### config.mk
export PLATFORM = sky130hd
export DESIGN_NAME = stream_mux_4_to_1
export DESIGN_NICKNAME = d
export VERILOG_FILES = /design/src/rtl/stream_mux_4_to_1.sv
export SDC_FILE = /design/constraint.sdc
export NUM_CORES = 1
export LEC_CHECK = 0
export CORE_MARGIN = 2
export CORE_UTILIZATION = 37
export CTS_BUF_LIST = sky130_fd_sc_hd__clkbuf_4
export CTS_CLUSTER_DIAMETER = 60
export CTS_CLUSTER_SIZE = 8
export DETAILED_ROUTE_END_ITERATION = 6
export GPL_TIMING_DRIVEN = 0
export PLACE_DENSITY_LB_ADDON = 0.12
export SYNTH_ARGS = -nofsm -noshare
export SYNTH_HDL_FRONTEND = slang
export SYNTH_SLANG_ARGS = --single-unit
### constraint.sdc
create_clock -name i_Clk -period 1.8 [get_ports i_Clk]
set_clock_uncertainty 0.2 [all_clocks]
set_input_delay 0.36 -clock i_Clk [delete_from_list [all_inputs] [get_ports i_Clk]]
set_output_delay 0.36 -clock i_Clk [all_outputs]
set_load 0.02 [all_outputs]
### src/rtl/stream_mux_4_to_1.sv
// stream_mux_4_to_1
//
// Purpose:
//   Merges four valid/ready producer streams onto one registered output stream.
//   Each output beat carries a 2-bit source channel tag {o_Sel1, o_Sel0}, so a
//   downstream 1-to-4 demux can route the beat back out by channel.
//   The default build arbitrates round-robin. Defining the macro
//   STREAM_MUX_FIXED_PRIORITY_EN switches to fixed priority (ch0 highest) and
//   removes the last-grant pointer.
//
// Ports:
//   i_Clk               system clock, rising edge
//   i_Rst_L             asynchronous active-low reset
//   i_Data0..i_Data3    channel payloads (DATA_WIDTH)
//   i_Valid0..i_Valid3  channel beat valid
//   o_Ready0..o_Ready3  channel beat accepted this cycle (combinational, one-hot or zero)
//   o_Data              registered merged payload
//   o_Valid             registered; o_Data / o_Sel1 / o_Sel0 are meaningful
//   i_Ready             sink accepts the beat when o_Valid & i_Ready
//   o_Sel1, o_Sel0      registered source channel index (00 = ch0 ... 11 = ch3)
//
// The output register state is simply o_Valid: EMPTY (0) or FULL (1).

module stream_mux_4_to_1 #(
    parameter int DATA_WIDTH = 8
) (
    input  logic                  i_Clk,
    input  logic                  i_Rst_L,
    input  logic [DATA_WIDTH-1:0] i_Data0,
    input  logic [DATA_WIDTH-1:0] i_Data1,
    input  logic [DATA_WIDTH-1:0] i_Data2,
    input  logic [DATA_WIDTH-1:0] i_Data3,
    input  logic                  i_Valid0,
    input  logic                  i_Valid1,
    input  logic                  i_Valid2,
    input  logic                  i_Valid3,
    output logic                  o_Ready0,
    output logic                  o_Ready1,
    output logic                  o_Ready2,
    output logic                  o_Ready3,
    output logic [DATA_WIDTH-1:0] o_Data,
    output logic                  o_Valid,
    input  logic                  i_Ready,
    output logic                  o_Sel1,
    output logic                  o_Sel0
);

    logic [3:0]            valid_vec;
    logic [3:0]            ready_vec;
    logic                  load;
    logic                  grant_any;
    logic [1:0]            grant_idx;
    logic [DATA_WIDTH-1:0] grant_data;

    assign valid_vec = {i_Valid3, i_Valid2, i_Valid1, i_Valid0};

    // Output register is empty, or its beat is being drained this same edge.
    assign load = !o_Valid || i_Ready;

`ifdef STREAM_MUX_FIXED_PRIORITY_EN

    // Fixed priority: lowest-numbered valid channel wins.
    always_comb begin
        grant_any = 1'b0;
        grant_idx = 2'd0;
        for (int k = 3; k >= 0; k--) begin
            if (valid_vec[k]) begin
                grant_any = 1'b1;
                grant_idx = 2'(k);
            end
        end
    end

`else

    logic [1:0] last_grant;
    logic [1:0] probe_idx;

    // Round-robin: search from last_grant+1 with wrap-around. The fourth probe
    // (k=4) wraps back to last_grant itself, so a lone requester that was also
    // the previous winner is still served.
    always_comb begin
        grant_any = 1'b0;
        grant_idx = 2'd0;
        probe_idx = 2'd0;
        for (int k = 1; k <= 4; k++) begin
            probe_idx = last_grant + 2'(k);
            if (!grant_any && valid_vec[probe_idx]) begin
                grant_any = 1'b1;
                grant_idx = probe_idx;
            end
        end
    end

    // Reset value 3 makes ch0 the first channel searched after reset.
    always_ff @(posedge i_Clk or negedge i_Rst_L) begin
        if (!i_Rst_L) begin
            last_grant <= 2'd3;
        end else if (load && grant_any) begin
            last_grant <= grant_idx;
        end
    end

`endif

    always_comb begin
        grant_data = i_Data0;
        case (grant_idx)
            2'd0:    grant_data = i_Data0;
            2'd1:    grant_data = i_Data1;
            2'd2:    grant_data = i_Data2;
            default: grant_data = i_Data3;
        endcase
    end

    // Ready is gated with the reset input so no producer sees an accept while
    // reset is held (o_Valid is 0 then, which would otherwise make load true).
    always_comb begin
        ready_vec = 4'b0000;
        if (load && grant_any && i_Rst_L) begin
            ready_vec = 4'b0001 << grant_idx;
        end
    end

    assign o_Ready0 = ready_vec[0];
    assign o_Ready1 = ready_vec[1];
    assign o_Ready2 = ready_vec[2];
    assign o_Ready3 = ready_vec[3];

    // Without load every output register holds (backpressure stall).
    // With load but no grant only o_Valid drops; data and tag hold.
    always_ff @(posedge i_Clk or negedge i_Rst_L) begin
        if (!i_Rst_L) begin
            o_Valid <= 1'b0;
            o_Data  <= '0;
            o_Sel1  <= 1'b0;
            o_Sel0  <= 1'b0;
        end else if (load) begin
            if (grant_any) begin
                o_Valid          <= 1'b1;
                o_Data           <= grant_data;
                {o_Sel1, o_Sel0} <= grant_idx;
            end else begin
                o_Valid <= 1'b0;
            end
        end
    end

endmodule

# Yosys cells after proc, flatten, opt, wreduce, memory -nomap -nowiden
# Cells that the tools add are included.
[totals]
regBits = 13
output_inout_bits = 15
in_bits = 39
wordCells = 46
[op_classes]
shifts = 1
mux = 19
n_addsub = 3
n_eq_ne = 2
n_lt_le_gt_ge = 4
n_reduce_logical = 12
[ops]
columns = ["cell", "n"]
rows = [
  ["8-bit case mux with 3 select lines", 1],
  ["2-bit by 3-bit < comparator with 1-bit output, second input constant", 4],
  ["1-bit two-way mux", 9],
  ["1-bit binary-select mux with 2-bit select", 4],
  ["2-bit two-way mux", 4],
  ["1-bit logical AND", 5],
  ["2-bit adder, second input constant", 2],
  ["1-bit logical NOT", 4],
  ["4-bit two-way mux", 1],
  ["1-bit by 2-bit left shift with 4-bit output, first input constant", 1],
  ["2-bit by 1-bit adder with 2-bit output, second input constant", 1],
  ["2-bit by 1-bit == test with 1-bit output, second input constant", 1],
  ["2-bit == test, second input constant", 1],
  ["2-bit logical NOT", 1],
  ["2-bit AND reduction", 1],
  ["1-bit logical OR", 1],
]

# Longest topological paths before layout
# Gate-level depths: netlist of the first run.
[depth]
ltp_word = 16
mapped_depth = 7
depth_no_buf = 5

# Worst setup path before layout of the first run
# OpenSTA, ideal clock, no wires.
[synth_timing]
path_kind = "register to output"
start = "reg last_grant[1]"
end = "out o_Ready0"
path_buffers = 2
arrival_ns = 1.813
required_ns = 1.240
setup_slack_ns = -0.573
path_stages_with_launch = 6
path_cell_list = "dfstp_2 > buf_2 > mux2i_1 > o221a_4 > buf_4 > nor3b_1"
[synth_via]
elab_chain_cells = 16
word_cells_on_any_way = 29
classes_between = "add/sub: 3; shift: 1; mux: 17; reduce/logical: 8"
[synth_rtl]
columns = ["item", "line", "source"]
rows = [
  ["start: declaration", "76", "logic [1:0] last_grant;"],
  ["start signal: assignment", "100", "last_grant <= grant_idx;"],
  ["2-bit by 1-bit adder with 2-bit output", "87", "probe_idx = last_grant + 2'(k);"],
  ["1-bit binary-select mux with 2-bit select", "88", "if (!grant_any && valid_vec[probe_idx]) begin"],
  ["1-bit two-way mux (implied by the code)", "88", ""],
  ["1-bit two-way mux", "88", ""],
  ["1-bit logical NOT", "88", ""],
  ["1-bit logical AND", "88", ""],
  ["1-bit two-way mux", "88", ""],
  ["1-bit logical NOT", "88", ""],
  ["1-bit logical AND", "88", ""],
  ["1-bit two-way mux", "88", ""],
  ["1-bit logical NOT", "88", ""],
  ["1-bit logical AND", "88", ""],
  ["1-bit two-way mux", "88", ""],
  ["1-bit logical AND (2 in series)", "120", "if (load && grant_any && i_Rst_L) begin"],
  ["4-bit two-way mux (*)", "120", ""],
  ["end: declaration", "37", "output logic o_Ready0,"],
]
# Mark *: on every way between the ends. The rest lies on a longest branch, timed or not. The select of a mux whose other input is x is not followed.

# Worst setup path in the final report of the first run
[layout_timing]
start = "reg last_grant[1]"
end = "out o_Ready2"
[layout_via]
elab_chain_cells = 16
word_cells_on_any_way = 29
classes_between = "add/sub: 3; shift: 1; mux: 17; reduce/logical: 8"
[layout_rtl]
columns = ["item", "line", "source"]
rows = [
  ["2-bit by 1-bit adder with 2-bit output", "87", ""],
  ["1-bit binary-select mux with 2-bit select", "88", ""],
  ["1-bit two-way mux (implied by the code)", "88", ""],
  ["1-bit two-way mux", "88", ""],
  ["1-bit logical NOT", "88", ""],
  ["1-bit logical AND", "88", ""],
  ["1-bit two-way mux", "88", ""],
  ["1-bit logical NOT", "88", ""],
  ["1-bit logical AND", "88", ""],
  ["1-bit two-way mux", "88", ""],
  ["1-bit logical NOT", "88", ""],
  ["1-bit logical AND", "88", ""],
  ["1-bit two-way mux", "88", ""],
  ["1-bit logical AND (2 in series)", "120", ""],
  ["4-bit two-way mux (*)", "120", ""],
  ["end: declaration", "39", "output logic o_Ready2,"],
]
# Marks and branches as above.

==> results of run 1 <==
registers in the layout (all words and copies together), names as in the netlist:
register and count:
last_grant 2, o_Data 8, o_Sel0 1, o_Sel1 1
o_Valid 1
logic make-up (layout without fill, tap and decap cells):
| family | Yosys count | in the layout | share of synthesized area (%) |
|---|---|---|---|
| muxes | 17 | 17 | 19.7 |
| DFF | 13 | 13 | 31.9 |
| AOI/OAI and AO/OA | 18 | 18 | 19.5 |
| buffers and inverters | 10 | 80 | 7.19 |
| and+or+nand+nor | 42 | 42 | 21.7 |
layout by cell type, fill, tap and decap left out, types with 2 or more instances in the layout:
cell type,synthesis,routed
clkdlybuf4s50_1,0,33
nand3_1,16,16
buf_4,2,14
dlygate4sd2_1,0,13
nand2_1,13,12
dfrtp_1,11,11
o211ai_2,8,8
buf_6,1,7
mux2_4,6,6
mux2i_1,9,4
clkbuf_4,0,4
mux2i_2,0,3
nor2_1,3,3
a21o_1,3,3
dlymetal6s2s_1,0,3
a21oi_2,2,2
mux2i_4,0,2
buf_2,4,2
a21oi_1,2,2
mux2_2,2,2
dfstp_2,2,2
layer usage:
| layer | wire [um] | track usage (%) | up-vias | share of wire, % |
|---|---|---|---|---|
| met3 | 168 | 4.38 | 5 | 5.4 |
| met4 | 42 | 6.46 | 0 | 1.4 |
| met2 | 1640 | 36.0 | 31 | 53 |
| li1 | - | - | 507 | - |
| met1 | 1250 | 24.5 | 511 | 40 |
| met5 | 0 | 0 | - | 0 |
metrics by stage:
stage	instance area [um2]	worst slack (ps)	instances	utilization (%)	TNS [ps]
global route	1840	-628	201	68.3	-5100
CTS	1780	-560	198	66.3	-4190
global placement	1630	-1250	184	60.6	-10410
detailed placement	1630	-1320	184	60.6	-11310
floorplan	1060	-235	100	-	-911
finish	1840	-543	201	68.3	-4030
worst max-delay path by stage:
stage / startpoint / end
after CTS: last_grant[1] / o_Ready0
after detailed placement: i_Valid3 / o_Ready3
final: last_grant[1] / o_Ready2
after floorplan: last_grant[1] / o_Ready0
after global placement: i_Valid3 / o_Ready3
after global routing: last_grant[1] / o_Ready0
area by class of cell:
type / count / area [um2] / share of cell area, %
clock buffer: 4 / 30.0 / 1.64
inverter: 1 / 3.75 / 0.204
tap: 31 / 38.8 / 2.11
timing repair buffer: 68 / 659 / 35.9
multi-input combinational: 77 / 697 / 38.0
buffer: 7 / 78.8 / 4.29
sequential: 13 / 328 / 17.9
what timing repair did:
action	CTS	global route
gates resized for setup	48	8
setup buffers	10	5
pin swaps	3	2
setup endpoints to repair	24	18
gates cloned	1	0
critical path: cells and delay by family (launching register included):
family          cells  cell delay [ps]
compound gates      1              190
flops               1              580
simple gates        2              330
buf+inv             3              400
where the power goes:
part / internal, mW / switching (mW) / leakage [nW]
combinational: 0.485 / 0.382 / 0.670
sequential: 0.370 / 0.0444 / 0.152
clock: 0.101 / 0.0999 / 0.0184
total: 0.956 / 0.526 / 0.840
==> out/qor.txt, run 1 <==
Synth Instances: 100
cell type of the slowest stage on the worst timing path: dfstp_2
Reg clk slew, reported paths: 80 ps
reg-to-reg startpoint: last_grant[1]
max-capacitance violation count: 0
core area: 0.00269 mm2
maximum resistive drop on vdd: 0.625 mV
TritonCTS clock tree: done
violated checks: setup timing
top flip-flop cell by instance count after synthesis: dfrtp_1
grt total ovfl: 0
crit path setup slack, layout: -543 ps
via count: 1054
delay contributed by the slowest stage of the critical path: 580 ps
average cell area after synthesis: 10.3 um2
number of H-tree branching levels: 1
worst slack on hold paths: 35.8 ps
starting density of the core: 38.2%
setup violation total in the final timing report: 12
worst endpoint required time: 1240 ps
clock buffer count from CTS: 3
die footprint: 0.00321 mm2
Clock Root Buffer: clkbuf_4
detailed-placement wirelength estimate: 2.19 mm
Pre-antenna DRT Iters: 4
Tot GR Track Use: 20.5%
I/O pin count: 54
run status: complete, but fails checks
vias in the first global route: 1104
share of the synthesized area in the top cell type: 26.8%
final hold vios: 0
reg2reg setup slack: -260 ps
cell types with the largest area share after synthesis: dfrtp_1, o211ai_2, mux2i_1
Pwr per Cell Area: 808 mW/mm2
list of most frequent post-synthesis cells: nand3_1, nand2_1, dfrtp_1
share of the cycle needed by the critical path after routing: 130%
number of enable flip-flop cells after synthesis: 0
vertical extent of the die: 56.7 um
R2R depth: 7
arrival time at the worst endpoint: 1780 ps
number of sinks driven by the clock tree: 13
antenna violation net count after detailed routing: 0
number of DRC violations after detailed-routing iteration 0: 34
Pleak: 0.840 nW
number of placement rows: 19
antenna violations before repair: 0
maximum fanout encountered on the critical timing path: 7
final estimated routing congestion in global placement: 0.724
Synth warnings: 0
pin slew with the least headroom to its limit: 712 ps
final WL: 3.09 mm
Syn Std Cell Area: 0.00103 mm2
pin count of the biggest net entering global routing: 16
IO buf count: 53
startpoint-to-endpoint class of the critical path: register to output pin
CP Cell Sequence: buf_4, nand3b_1, a31oi_4, buf_6, and4_4, buf_6
P&R area growth vs syn: 78.7%
nature of the critical path endpoint: output pin
sequential cell area fraction in the yosys report: 31.9%
Vias per Instance: 5.24
relative max-transition margin: 52.5%
Worst R2R End: o_Data[3]
largest area contributor in the synthesized netlist: dfrtp_1
number of antenna repair diodes: 0
maximum clock rate: 0.427 GHz
hold bufs inserted after CTS: 0
cell with the most instances after synthesis: nand3_1
die width: 56.7 um
RSZ-0062 raised after global routing: true
proportion of layout cells with a drive suffix above 1: 38.2%
post-route DRC violation count: 0
Critical Path Most Common Cell: buf_6
post-layout total power: 1.48 mW
wire length of the first global-routing pass: 5.08 mm
routed wirelength normalized by instance count: 15.4 um
post-synthesis register bit count: 13
post-layout min period: 2340 ps
Layout Nets: 210
fillcell total: 224
library cells used by synthesis: 30
total nets after synthesis: 139
insertion delay of the later-clocked pin in the worst-skew pair: 280 ps
Hold Path Class: primary input to async pin
async set-reset flop share out of synthesis: 100%
Pins Over Slew Limit: 0
startpoint type of the worst setup path: register
buffer levels on the longest clock path: 2
Note: power is estimated with default switching activity, not from simulation.
==> run 2: changes to the inputs <==
CORE_UTILIZATION = 40   (was 37)
CTS_CLUSTER_DIAMETER = default   (was 60)
SKIP_LAST_GASP = 1   (was default)
clock period = 2.6 ns   (was 1.8 ns; I/O delays follow)
==> run 2 against run 1 <==
The flow now finishes without violations. Highest routed layer unchanged. Cell count shrank 4.5%. Largest power group unchanged. Clock-buffer cell count unchanged. Die area decreased by 7.0%. Critical endpoint is now o_Ready0.
==> out/qor.txt, run 2 (synthesized netlist as in run 1, its figures left out) <==
cell area after layout: 0.00169 mm2
routed wirelength normalized by instance count: 14.1 um
die footprint: 0.00299 mm2
vias in the first global route: 910
Vias per Instance: 5.17
setup violation total in the final timing report: 0
number of sinks driven by the clock tree: 13
Pwr per Cell Area: 559 mW/mm2
switching component of the power: 335 uW
Post-DP Area: 0.00160 mm2
number of H-tree branching levels: 1
combinational power share: 54.2%
post-route DRC violation count: 0
antenna violations before repair: 0
antenna violation net count after detailed routing: 0
final WL: 2.70 mm
starting density of the core: 41.8%
Internal Pwr Total: 608 uW
die width: 54.7 um
run status: finished clean
Hold Path Class: primary input to async pin
cell type of the slowest stage on the worst timing path: clkdlybuf4s50_1
max-capacitance violation count: 0
total routed wire length on the met1 layer: 1.16 mm
met3 routed WL: 153 um
DR WL met2: 1.37 mm
share of the cycle needed by the critical path after routing: 98.3%
Pre-antenna DRT Iters: 4
proportion of layout cells with a drive suffix above 1: 31.5%
top register by number of flip-flops: o_Data
post-layout min period: 2560 ps
I/O pin count: 54
grt total ovfl: 0
portion of total power attributed to the clock network: 15.1%
relative max-transition margin: 51.1%
pin count of the biggest net entering global routing: 16
wire length of the first global-routing pass: 4.13 mm
final hold vios: 0
delay contributed by the slowest stage of the critical path: 470 ps
startpoint-to-endpoint class of the critical path: primary input to output pin
vertical extent of the die: 54.7 um
clock buffer count from CTS: 3
arrival time at the worst endpoint: 1840 ps
P&R area growth vs syn: 64.3%
Reg clk slew, reported paths: 90 ps
delay-heaviest family, CP: buffers and inverters
startpoint type of the worst setup path: primary input
most common library cell in the layout ignoring fill and taps: clkdlybuf4s50_1
Pins Over Slew Limit: 0
count of buffering cells on the critical path with inverters included: 4
Pleak: 0.739 nW
largest registers: o_Data: 8 flops, last_grant: 2 flops
nature of the critical path endpoint: output pin
final estimated routing congestion in global placement: 0.687
most frequent cells in the layout: clkdlybuf4s50_1, nand3_1, nand2_1
detailed-placement wirelength estimate: 2.08 mm
power share of the sequential group: 30.7%
post-layout total power: 943 uW
IO buf count: 53
number of DRC violations after detailed-routing iteration 0: 8
Tot GR Track Use: 19.2%
post-layout util: 68.8%
core area: 0.00245 mm2
insertion delay of the later-clocked pin in the worst-skew pair: 280 ps
number of placement rows: 18
via count: 993
RSZ-0062 raised after global routing: true
maximum resistive drop on vdd: 0.387 mV
maximum clock rate: 0.391 GHz
number of flip-flops in the largest register: 8
worst endpoint required time: 1880 ps
CP Cell Sequence: clkdlybuf4s50_1, inv_2, a21oi_2, buf_6, nand2_4, nor3b_2, buf_4
pin slew with the least headroom to its limit: 734 ps
buffer levels on the longest clock path: 2
switching power share of the total: 35.6%
number of antenna repair diodes: 0
Layout Nets: 202
TritonCTS clock tree: done
maximum fanout encountered on the critical timing path: 8
highest routing layer actually used: met4
Clock Root Buffer: clkbuf_4
-- run 2: changes by cell type in the layout (fill, tap and decap cells not counted), sizes merged --
cell           change
dlygate4sd2       -11
clkbuf             +1
clkdlybuf4s15      +3
dlymetal6s2s       -3
buf                -9
clkdlybuf4s50     +11
-- run 2: final timing paths --
check                              start   endpoint  slack (ps)  depth (start not counted)
max                              i_Ready   o_Ready0          40                          7
min                              i_Rst_L  o_Data[3]         170                          1
max reg2reg                last_grant[1]  o_Data[2]         510                          6
min reg2reg                       o_Sel1     o_Sel1         280                          1
max in group asynchronous        i_Rst_L     o_Sel1        1560                          1
min in group i_Clk                o_Sel1     o_Sel1         280                          1
-- run 2: power groups by stage --
stage               logic (mW)  clock network [mW]  registers [mW]
floorplan                0.253                   0           0.341
global placement         0.496                   0           0.285
detailed placement       0.505                   0           0.288
CTS                      0.512               0.143           0.284
global route             0.550               0.155           0.299
finish                   0.511               0.142           0.289
-- run 2: what timing repair did --
item | 4_1_cts | 5_1_grt
hold buffers | 0 | 0
resized for setup | 27 | 12
buffers inserted | 3 | 4
endpoints found under the setup margin | 4 | 4
pin swaps | 1 | 5
-- run 2: routing by layer --
layer | vias up | global-route usage (%)
met5 | - | 0
met4 | 0 | 3.75
met3 | 2 | 2.46
met2 | 28 | 34.7
met1 | 476 | 24.1
li1 | 487 | -
-- run 2: through the flow --
stage               worst slack (ps)  setup TNS, ps  hold slack, ps  instances
finish                          44.7              0             169        192
global route                   -4.67          -4.67             212        192
CTS                            -42.3          -42.3             193        189
detailed placement              -812          -3080             269        183
global placement                -748          -2870             263        183
floorplan                       66.7              0            24.4        100
-- run 2: area by class of cell --
type	instances	area [um2]
repair buffers	60	566
well taps	30	37.5
fillers	207	767
multi-input cells	77	656
clock buffers	4	30.0
flip-flops and latches	13	328
inverters	1	3.75
plain buffers	7	67.6
==> run 3: changes to the inputs <==
HOLD_SLACK_MARGIN = 0.06   (was default)
==> results of run 3 <==
No change in the layout: final DEF, timing and power equal those of run 2.
